$ cat config.mk
export PLATFORM = sky130hd
export DESIGN_NAME = ex_mem_stage
export DESIGN_NICKNAME = d
export VERILOG_FILES = /design/src/rtl/ex_mem_pkg.sv /design/src/rtl/ex_mem_flag_reg.sv /design/src/rtl/ex_mem_stage.sv
export SDC_FILE = /design/constraint.sdc
export NUM_CORES = 1
export LEC_CHECK = 0
export BUFFER_PORTS_ARGS = -buffer_cell sky130_fd_sc_hd__buf_2
export CAP_MARGIN = 20
export CORE_MARGIN = 4
export CORE_UTILIZATION = 25
export CTS_CLUSTER_DIAMETER = 60
export DETAILED_ROUTE_END_ITERATION = 6
export SLEW_MARGIN = 15
export SYNTH_ARGS = -nofsm -noshare
export SYNTH_HDL_FRONTEND = slang
export SYNTH_SLANG_ARGS = --single-unit
$ cat constraint.sdc
create_clock -name clk -period 2.25 [get_ports clk]
set_input_delay 0.225 -clock clk [delete_from_list [all_inputs] [get_ports clk]]
set_output_delay 0.225 -clock clk [all_outputs]
set_load 0.01 [all_outputs]
$ cat src/rtl/ex_mem_pkg.sv
// ex_mem_pkg -- shared types and constants for the EX/MEM pipeline stage.
//   ex_mem_t      : registered EX/MEM payload (control bits, target register,
//                   ALU result, store data, link value)
//   EX_MEM_BUBBLE : payload of an empty slot (all control 0, target XZR, data 0)
//   FLAG_N/Z/C/V  : bit positions inside a 4-bit NZCV vector
//   XZR_IDX       : register index of the zero register
package ex_mem_pkg;

  localparam logic [4:0] XZR_IDX = 5'd31;

  localparam int unsigned FLAG_N = 3;
  localparam int unsigned FLAG_Z = 2;
  localparam int unsigned FLAG_C = 1;
  localparam int unsigned FLAG_V = 0;

  typedef struct packed {
    logic        valid;
    logic        mem_to_reg;
    logic        mem_write;
    logic        mem_read;
    logic        branch_link;
    logic        reg_write;
    logic [4:0]  target_reg;
    logic [63:0] alu_result;
    logic [63:0] rd2;
    logic [63:0] pc_plus4;
  } ex_mem_t;

  localparam ex_mem_t EX_MEM_BUBBLE = '{
    valid:       1'b0,
    mem_to_reg:  1'b0,
    mem_write:   1'b0,
    mem_read:    1'b0,
    branch_link: 1'b0,
    reg_write:   1'b0,
    target_reg:  XZR_IDX,
    alu_result:  64'd0,
    rd2:         64'd0,
    pc_plus4:    64'd0
  };

  // What the stage register does on a given edge.
  typedef enum logic [1:0] {
    UPD_HOLD,
    UPD_LOAD,
    UPD_BUBBLE
  } ex_mem_upd_e;

endpackage

$ cat src/rtl/ex_mem_flag_reg.sv
// ex_mem_flag_reg -- architectural NZCV register with same-cycle forwarding.
// Ports:
//   clk        in   pipeline clock, state captured on the falling edge
//   reset      in   asynchronous active-low, clears flags to 0
//   set_flags  in   instruction in EX wants to write flags
//   valid      in   instruction in EX is real (not a bubble)
//   stall      in   stage held this cycle
//   flush      in   instruction in EX is being squashed
//   alu_flags  in   NZCV from the ALU (bit3=N .. bit0=V)
//   flags      out  architectural NZCV register
//   flags_fwd  out  newest flags: alu_flags when written this cycle, else flags
module ex_mem_flag_reg
  import ex_mem_pkg::*;
(
  input  logic       clk,
  input  logic       reset,
  input  logic       set_flags,
  input  logic       valid,
  input  logic       stall,
  input  logic       flush,
  input  logic [3:0] alu_flags,
  output logic [3:0] flags,
  output logic [3:0] flags_fwd
);

  logic flags_we;

  always_comb begin
    flags_we  = set_flags && valid && !stall && !flush;
    flags_fwd = flags_we ? alu_flags : flags;
  end

  always_ff @(negedge clk or negedge reset) begin
    if (!reset) begin
      flags <= '0;
    end else if (flags_we) begin
      flags <= alu_flags;
    end
  end

endmodule

$ cat src/rtl/ex_mem_stage.sv
// ex_mem_stage -- EX/MEM pipeline register with NZCV flag register.
// Edge priority: reset > flush > stall > load. An incoming instruction with
// valid_EX=0 loads as a bubble. All state captures on the falling clock edge.
// Ports:
//   clk, reset (async active-low), stall, flush
//   *_EX control bits, targetReg_EX, alu_result, rd2_EX, pc_plus4_EX, alu_flags
//   *_MEM registered control/data, flags (NZCV), flags_fwd (combinational)
// Optional (macro EX_MEM_PERF_CNT_EN): stall_cnt, bubble_cnt, 32-bit saturating.
module ex_mem_stage
  import ex_mem_pkg::*;
(
  input  logic        clk,
  input  logic        reset,
  input  logic        stall,
  input  logic        flush,
  input  logic        valid_EX,
  input  logic        memToReg_EX,
  input  logic        memWrite_EX,
  input  logic        memRead_EX,
  input  logic        branchLink_EX,
  input  logic        RegWrite_EX,
  input  logic        set_flags_EX,
  input  logic [4:0]  targetReg_EX,
  input  logic [63:0] alu_result,
  input  logic [63:0] rd2_EX,
  input  logic [63:0] pc_plus4_EX,
  input  logic [3:0]  alu_flags,
  output logic        valid_MEM,
  output logic        memToReg_MEM,
  output logic        memWrite_MEM,
  output logic        memRead_MEM,
  output logic        branchLink_MEM,
  output logic        RegWrite_MEM,
  output logic [4:0]  targetReg_MEM,
  output logic [63:0] alu_result_MEM,
  output logic [63:0] rd2_MEM,
  output logic [63:0] pc_plus4_MEM,
  output logic [3:0]  flags,
  output logic [3:0]  flags_fwd
`ifdef EX_MEM_PERF_CNT_EN
  ,
  output logic [31:0] stall_cnt,
  output logic [31:0] bubble_cnt
`endif
);

  ex_mem_t     ex_in;
  ex_mem_t     mem_q;
  ex_mem_upd_e upd;

  always_comb begin
    ex_in = '{
      valid:       valid_EX,
      mem_to_reg:  memToReg_EX,
      mem_write:   memWrite_EX,
      mem_read:    memRead_EX,
      branch_link: branchLink_EX,
      reg_write:   RegWrite_EX,
      target_reg:  targetReg_EX,
      alu_result:  alu_result,
      rd2:         rd2_EX,
      pc_plus4:    pc_plus4_EX
    };

    // Invalid instructions become bubbles so side-effect bits never reach MEM
    // without valid set.
    upd = UPD_LOAD;
    if (flush) begin
      upd = UPD_BUBBLE;
    end else if (stall) begin
      upd = UPD_HOLD;
    end else if (!valid_EX) begin
      upd = UPD_BUBBLE;
    end
  end

  always_ff @(negedge clk or negedge reset) begin
    if (!reset) begin
      mem_q <= EX_MEM_BUBBLE;
    end else begin
      case (upd)
        UPD_LOAD:   mem_q <= ex_in;
        UPD_BUBBLE: mem_q <= EX_MEM_BUBBLE;
        default:    mem_q <= mem_q;
      endcase
    end
  end

  assign valid_MEM      = mem_q.valid;
  assign memToReg_MEM   = mem_q.mem_to_reg;
  assign memWrite_MEM   = mem_q.mem_write;
  assign memRead_MEM    = mem_q.mem_read;
  assign branchLink_MEM = mem_q.branch_link;
  assign RegWrite_MEM   = mem_q.reg_write;
  assign targetReg_MEM  = mem_q.target_reg;
  assign alu_result_MEM = mem_q.alu_result;
  assign rd2_MEM        = mem_q.rd2;
  assign pc_plus4_MEM   = mem_q.pc_plus4;

  ex_mem_flag_reg u_flag_reg (
    .clk       (clk),
    .reset     (reset),
    .set_flags (set_flags_EX),
    .valid     (valid_EX),
    .stall     (stall),
    .flush     (flush),
    .alu_flags (alu_flags),
    .flags     (flags),
    .flags_fwd (flags_fwd)
  );

`ifdef EX_MEM_PERF_CNT_EN
  always_ff @(negedge clk or negedge reset) begin
    if (!reset) begin
      stall_cnt  <= '0;
      bubble_cnt <= '0;
    end else begin
      if (upd == UPD_HOLD && stall_cnt != '1) begin
        stall_cnt <= stall_cnt + 32'd1;
      end
      if (upd == UPD_BUBBLE && bubble_cnt != '1) begin
        bubble_cnt <= bubble_cnt + 32'd1;
      end
    end
  end
`endif

endmodule
==> results of run 1 <==
## path summary, 6_finish.rpt
check	from	endpoint	slack [ps]	cells after the start
min in group asynchronous	reset	rd2_MEM[57]	610	1
worst max-delay path	u_flag_reg.flags[2]	flags_fwd[2]	-470	3
worst min-delay path	rd2_MEM[26]	rd2_MEM[26]	450	1
max in group asynchronous	reset	rd2_MEM[5]	1000	2
worst min register to register	rd2_MEM[26]	rd2_MEM[26]	450	1
worst max register to register	rd2_MEM[52]	rd2_MEM[52]	1260	3
## layout make-up
type | instances | area, µm² | share of cell area (%)
repair buffers | 627 | 5176 | 38.07
well taps | 384 | 480.5 | 3.533
clock inverters | 13 | 137.6 | 1.012
clock buffers | 32 | 639.4 | 4.702
diodes | 1 | 2.502 | 0.01840
multi-input cells | 226 | 1976 | 14.53
flip-flops and latches | 207 | 5186 | 38.14
## registers in the layout (all words and copies together), names as in the netlist
register and flops:
memWrite_MEM 1, u_flag_reg.flags 4, alu_result_MEM 64, memRead_MEM 1
rd2_MEM 64, valid_MEM 1, pc_plus4_MEM 64, memToReg_MEM 1
targetReg_MEM 5, RegWrite_MEM 1, branchLink_MEM 1
## worst reg2reg max path: stages (launching register included)
cell and delay, ps:
dfrtn_1 360, buf_4 140, buf_4 120, a22o_1 210
## stage by stage
step | setup WS (ps) | instance area, µm²
2_1_floorplan | -395.0 | 7450
3_3_place_gp | -739.7 | 10310
3_5_place_dp | -769.6 | 10310
4_1_cts | -471.6 | 12880
5_1_grt | -509.9 | 13600
6_report | -473.0 | 13600
## report_power, final
group | internal [mW] | switching (mW) | leakage, nW
registers | 4.22 | 0.281 | 2.69
clock network | 2.33 | 1.51 | 0.397
logic | 1.76 | 1.22 | 4.21
total | 8.31 | 3.01 | 7.30
## metal layers
metal | track usage [%] | vias up | part of all wire (%) | wire (µm)
li1 | - | 3079 | - | -
met1 | 18.19 | 3341 | 38 | 10980
met2 | 26.80 | 325 | 51 | 14590
met3 | 3.901 | 67 | 7.4 | 2127
met4 | 5.109 | 2 | 3.9 | 1114
met5 | 0 | - | 0.045 | 13
## cells in the mapped netlist
cell,instances
dfrtn_1,202
a22o_1,196
buf_2,37
nand2_1,7
o21ai_1,7
clkbuf_1,5
dfstp_2,5
nor2_1,5
mux2_1,4
buf_4,3
nand2b_1,2
and4bb_2,1
ha_1,1
inv_1,1
nor2_4,1
o21bai_1,1
or2_2,1
## cell usage in the layout (no fill, tap or decap), types with 2 or more instances in the layout
cell         n
buf_2      339
dfrtn_1    202
a22o_1     196
buf_4      118
buf_6      104
clkbuf_16   32
buf_12      21
buf_16      19
buf_8       16
clkbuf_1     6
nor2_1       5
o21ai_2      5
inv_1        5
dfstp_2      5
nand2_1      4
mux2_4       4
clkbuf_8     4
nand2_2      3
clkinv_2     3
bufinv_16    3
o21ai_1      2
nand2b_4     2
## cells by family after synthesis
kind of cell / after synthesis
AO/OA/AOI/OAI: 204
multiplexers: 4
flip-flops: 207
buffers and inverters: 46
adder cells (fa/ha/maj): 1
AND/OR/NAND/NOR: 17
## repair_timing
action / 4_1_cts / 5_1_grt
pin swaps: 11 / 16
buffers inserted: 78 / 62
resized for setup: 141 / 65
hold endpoints to repair: 0 / 0
hold buffers: 0 / 0
endpoints found under the setup margin: 392 / 406
cloned: 22 / 12
==> results.cfg, run 1 <==
[outcome]
status = finished, violations left
violations_in_the_final_reports = setup timing

[place]
last_weighted_congestion_value_of_the_routability_driven_placer = 0.7957
place.detailed.instances = 1290
buffer_ports.inserted = 422
place_hpwl_um = 17330

[worst_setup_path]
endpoint_kind_of_the_worst_setup_timing_path = primary output
timing.critical_path.max_delay_family = flip-flops
maximum_fanout_encountered_on_the_critical_timing_path = 2
crit_top_cell = buf_6
worst_path_largest_cell_delay_ps = 340
setup.worst_path.start_class = flop
worstPathBufferInverterCount = 2
timing.critical_path.slowest_stage_cell = dfrtn_1
cp_cell_sequence = mux2_4 -> buf_6 -> buf_6
critPathRequiredTime_ps = 2030
worstPathArrival_ps = 2500
worst-setup-path-type = flop to primary output

[synth]
synthDominantCellAreaShare_pct = 69.05
synth.ff_latch_count = 207
synth_compound_area_share_pct = 24.03
synth_unique_cells = 17
synth.net_count = 692
synth_top_family_by_area = compound AO/OA/AOI/OAI gates
synth.area.mux_share_pct = 0.6153
synthTopCellsByArea = dfrtn_1 (69%), a22o_1 (23%), buf_2 (2.5%), dfstp_2 (1.8%), mux2_1 (0.62%)
yosys.area_share.xor_xnor_pct = 0
synth_seq_area_share_pct = 70.84
synth_area_mm2 = 0.007321
synth_top_cell_by_area = dfrtn_1
yosysWarningCount = 0
synth_cells = 479
synth_simple_gate_area_share_pct = 1.196
adder_and_majority_gate_portion_of_the_synthesized_area_pct = 0.1709
synthesis.area_per_instance_um2 = 15.28

[timing]
postLayoutSetupSlackWorst_ps = -473.0
timing_worst_slew_pin_value_ps = 318.9
max_slew_margin_pct = 78.74
finClkSkew_ps = 0
slew_violations = 0
hold_violations = 0
final.hold.worst_slack_ps = 451.5
final-setup-viol-count = 395
grt_setup_unrepaired = yes
setup_total_negative_slack_ps = -66970

[clock_tree]
worstSkewPairLatency_ps = 510
cts_buffers = 23
tritoncts = yes
htreeDepth = 1
clock_tree.buffer_depth = 3
worst_setup_hold_path_clk_slew_ps = 50
cts.sink_count = 207
ctsRootBufferMaster = clkbuf_16

[detailed_routing]
route.antenna.remaining_nets = 0
vias = 6814
wire_per_inst_um = 19.34
vias_per_cell = 4.573
drt_first_iter_violations = 212
drc = 0
drt-pass1-iter-count = 5
routed_wirelength_um = 28820

[floorplanning]
die-width_um = 179.1
design.core.area_mm2 = 0.02878
dieArea_mm2 = 0.03209
initial_utilization_pct = 25.44
chipHeight_um = 179.1
ioPinCount = 423
row_count = 62

[final_layout]
post_layout_nonfiller_instances = 1490
final_layout_size_suffix_gt1_share_pct = 61.90
post-route-util_pct = 47.25
filler_cell_count = 2528
layout.nets = 1303
area.growth.synth_to_final_pct = 85.75

[pwr]
power_per_cell_area_mw_per_mm2 = 832.0
total_power_mw = 11.31
p_leak_nw = 7.299
worst_supply_voltage_drop_on_vdd_mv = 0.3961

[hold_path]
min-delay-path-class = flop to flop

[global_route]
grt_max_degree = 57
overflow = 0
wire_length_of_the_first_global_routing_pass_um = 38610
track_usage_pct = 15.25
grt_pass1_vias = 6949
grt_antenna_before_repair = 2

[run]
drv_cap = 0
Power figures use the tool's default switching activity.
==> run 2, diff against run 1 <==
--- a/config.mk
+++ b/config.mk
@@ -13,2 +13,3 @@
 export DETAILED_ROUTE_END_ITERATION = 6
+export PLACE_DENSITY = 0.49
 export SLEW_MARGIN = 15
--- a/constraint.sdc
+++ b/constraint.sdc
@@ -3,2 +3,2 @@
 set_output_delay 0.225 -clock clk [all_outputs]
-set_load 0.01 [all_outputs]
+set_load 0.02 [all_outputs]
==> results.cfg, run 2 (synthesis results as in run 1) <==
[timing]
grt_setup_unrepaired = yes
hold_violations = 0
finClkSkew_ps = 0
max_slew_margin_pct = 76.98
final-setup-viol-count = 409
postLayoutSetupSlackWorst_ps = -390.2
timing_worst_slew_pin_value_ps = 345.2
slew_violations = 0

[final_layout]
post-route-util_pct = 50.08
layout.nets = 1296
area.growth.synth_to_final_pct = 96.89
leading_cell_types_in_the_layout_fill_and_taps_excluded = buf_6 (223), buf_2 (210), dfrtn_1 (202), a22o_1 (196), buf_4 (125)
final_instance_area_mm2 = 0.01441
filler_cell_count = 2493
final_layout_size_suffix_gt1_share_pct = 62.09
layout_commonest_cell = buf_6

[place]
last_weighted_congestion_value_of_the_routability_driven_placer = 0.7397
buffer_ports.inserted = 422
postPlaceCellArea_mm2 = 0.01023
place_hpwl_um = 18200

[global_route]
track_usage_pct = 16.65
grt_antenna_before_repair = 2
overflow = 0
grt_max_degree = 50
wire_length_of_the_first_global_routing_pass_um = 41460
grt_pass1_vias = 7038

[floorplanning]
die-width_um = 179.1
initial_utilization_pct = 25.44
ioPinCount = 423
row_count = 62
dieArea_mm2 = 0.03209
design.core.area_mm2 = 0.02878
chipHeight_um = 179.1

[detailed_routing]
drt_first_iter_violations = 296
wire_per_inst_um = 19.62
vias = 6704
route.antenna.remaining_nets = 0
drt-pass1-iter-count = 4
routed_wirelength_um = 29170
drc = 0
vias_per_cell = 4.508

[worst_setup_path]
timing.critical_path.slowest_stage_cell = dfrtn_1
maximum_fanout_encountered_on_the_critical_timing_path = 2
worstPathArrival_ps = 2420
critPathRequiredTime_ps = 2030
worst-setup-path-type = flop to primary output
cp_cell_sequence = mux2_4 -> buf_6
worst_path_largest_cell_delay_ps = 350
setup.worst_path.start_class = flop
worstPathBufferInverterCount = 1
endpoint_kind_of_the_worst_setup_timing_path = primary output
timing.critical_path.max_delay_family = flip-flops

[pwr]
p_leak_nw = 7.463
worst_supply_voltage_drop_on_vdd_mv = 0.5385
power_per_cell_area_mw_per_mm2 = 865.2
total_power_mw = 12.47

[clock_tree]
worstSkewPairLatency_ps = 520
clock_tree.buffer_depth = 3
ctsRootBufferMaster = clkbuf_16
worst_setup_hold_path_clk_slew_ps = 40
cts.sink_count = 207
tritoncts = yes
cts_buffers = 26
htreeDepth = 1

[run]
drv_cap = 0

[hold_path]
min-delay-path-class = flop to flop

[outcome]
status = finished, violations left
violations_in_the_final_reports = setup timing
==> run 2: final cells by class <==
class	instances	area, µm²	share of cell area, %
Timing Repair Buffer	617	5828	40.43
Sequential cell	207	5186	35.98
Multi-Input combinational cell	226	1971	13.67
Clock buffer	35	785.8	5.451
Tap cell	384	480.5	3.333
Clock inverter	15	155.1	1.076
Antenna cell	3	7.507	0.05208
==> run 2: timing repair <==
action                                  CTS  global route
resized for setup                       474            26
cloned                                   27             3
hold buffers                              0             0
setup buffers                            74            54
endpoints found under the setup margin  387           409
hold endpoints to repair                  0             0
pin swaps                                 4            12
==> run 2: path summary, 6_finish.rpt <==
path / slack [ps] / depth (start not counted) / start / to
setup / recovery: -390 / 2 / u_flag_reg.flags[1] / flags_fwd[1]
hold / removal: 460 / 2 / valid_MEM / valid_MEM
setup reg to reg: 1220 / 3 / u_flag_reg.flags[1] / u_flag_reg.flags[1]
hold reg to reg: 460 / 2 / valid_MEM / valid_MEM
max in group asynchronous: 980 / 2 / reset / alu_result_MEM[7]
min in group asynchronous: 640 / 1 / reset / alu_result_MEM[59]
==> run 2: where the power goes <==
| group | internal [mW] | switching [mW] | total, mW |
|---|---|---|---|
| Combinational | 2.02 | 1.54 | 3.56 |
| Clock | 2.70 | 1.65 | 4.35 |
| Sequential | 4.22 | 0.339 | 4.56 |
| Total | 8.94 | 3.53 | 12.5 |
==> run 2: metal layers <==
layer,GRT usage (%),up-vias,part of all wire [%]
met2,29.80,279,52
li1,-,3079,-
met5,0,-,0.045
met3,4.871,46,8.4
met4,4.348,2,2.1
met1,19.51,3298,37
==> run 2: tightest hold or removal path, stage by stage, from the launching register on <==
cell	delay, ps
dfrtn_1	440
nand2_2	60
o21ai_2	40
==> run 2: per-stage QoR <==
stage,setup TNS [ps],hold WS [ps],cells,setup slack (ps)
3_5_place_dp,-128200,441.2,1281,-674.8
6_report,-88870,460.9,1487,-390.2
4_1_cts,-78920,466.2,1431,-410.0
3_3_place_gp,-125910,428.3,1281,-648.4
5_1_grt,-101200,485.7,1485,-419.7
2_1_floorplan,-77970,495.8,479,-395.0
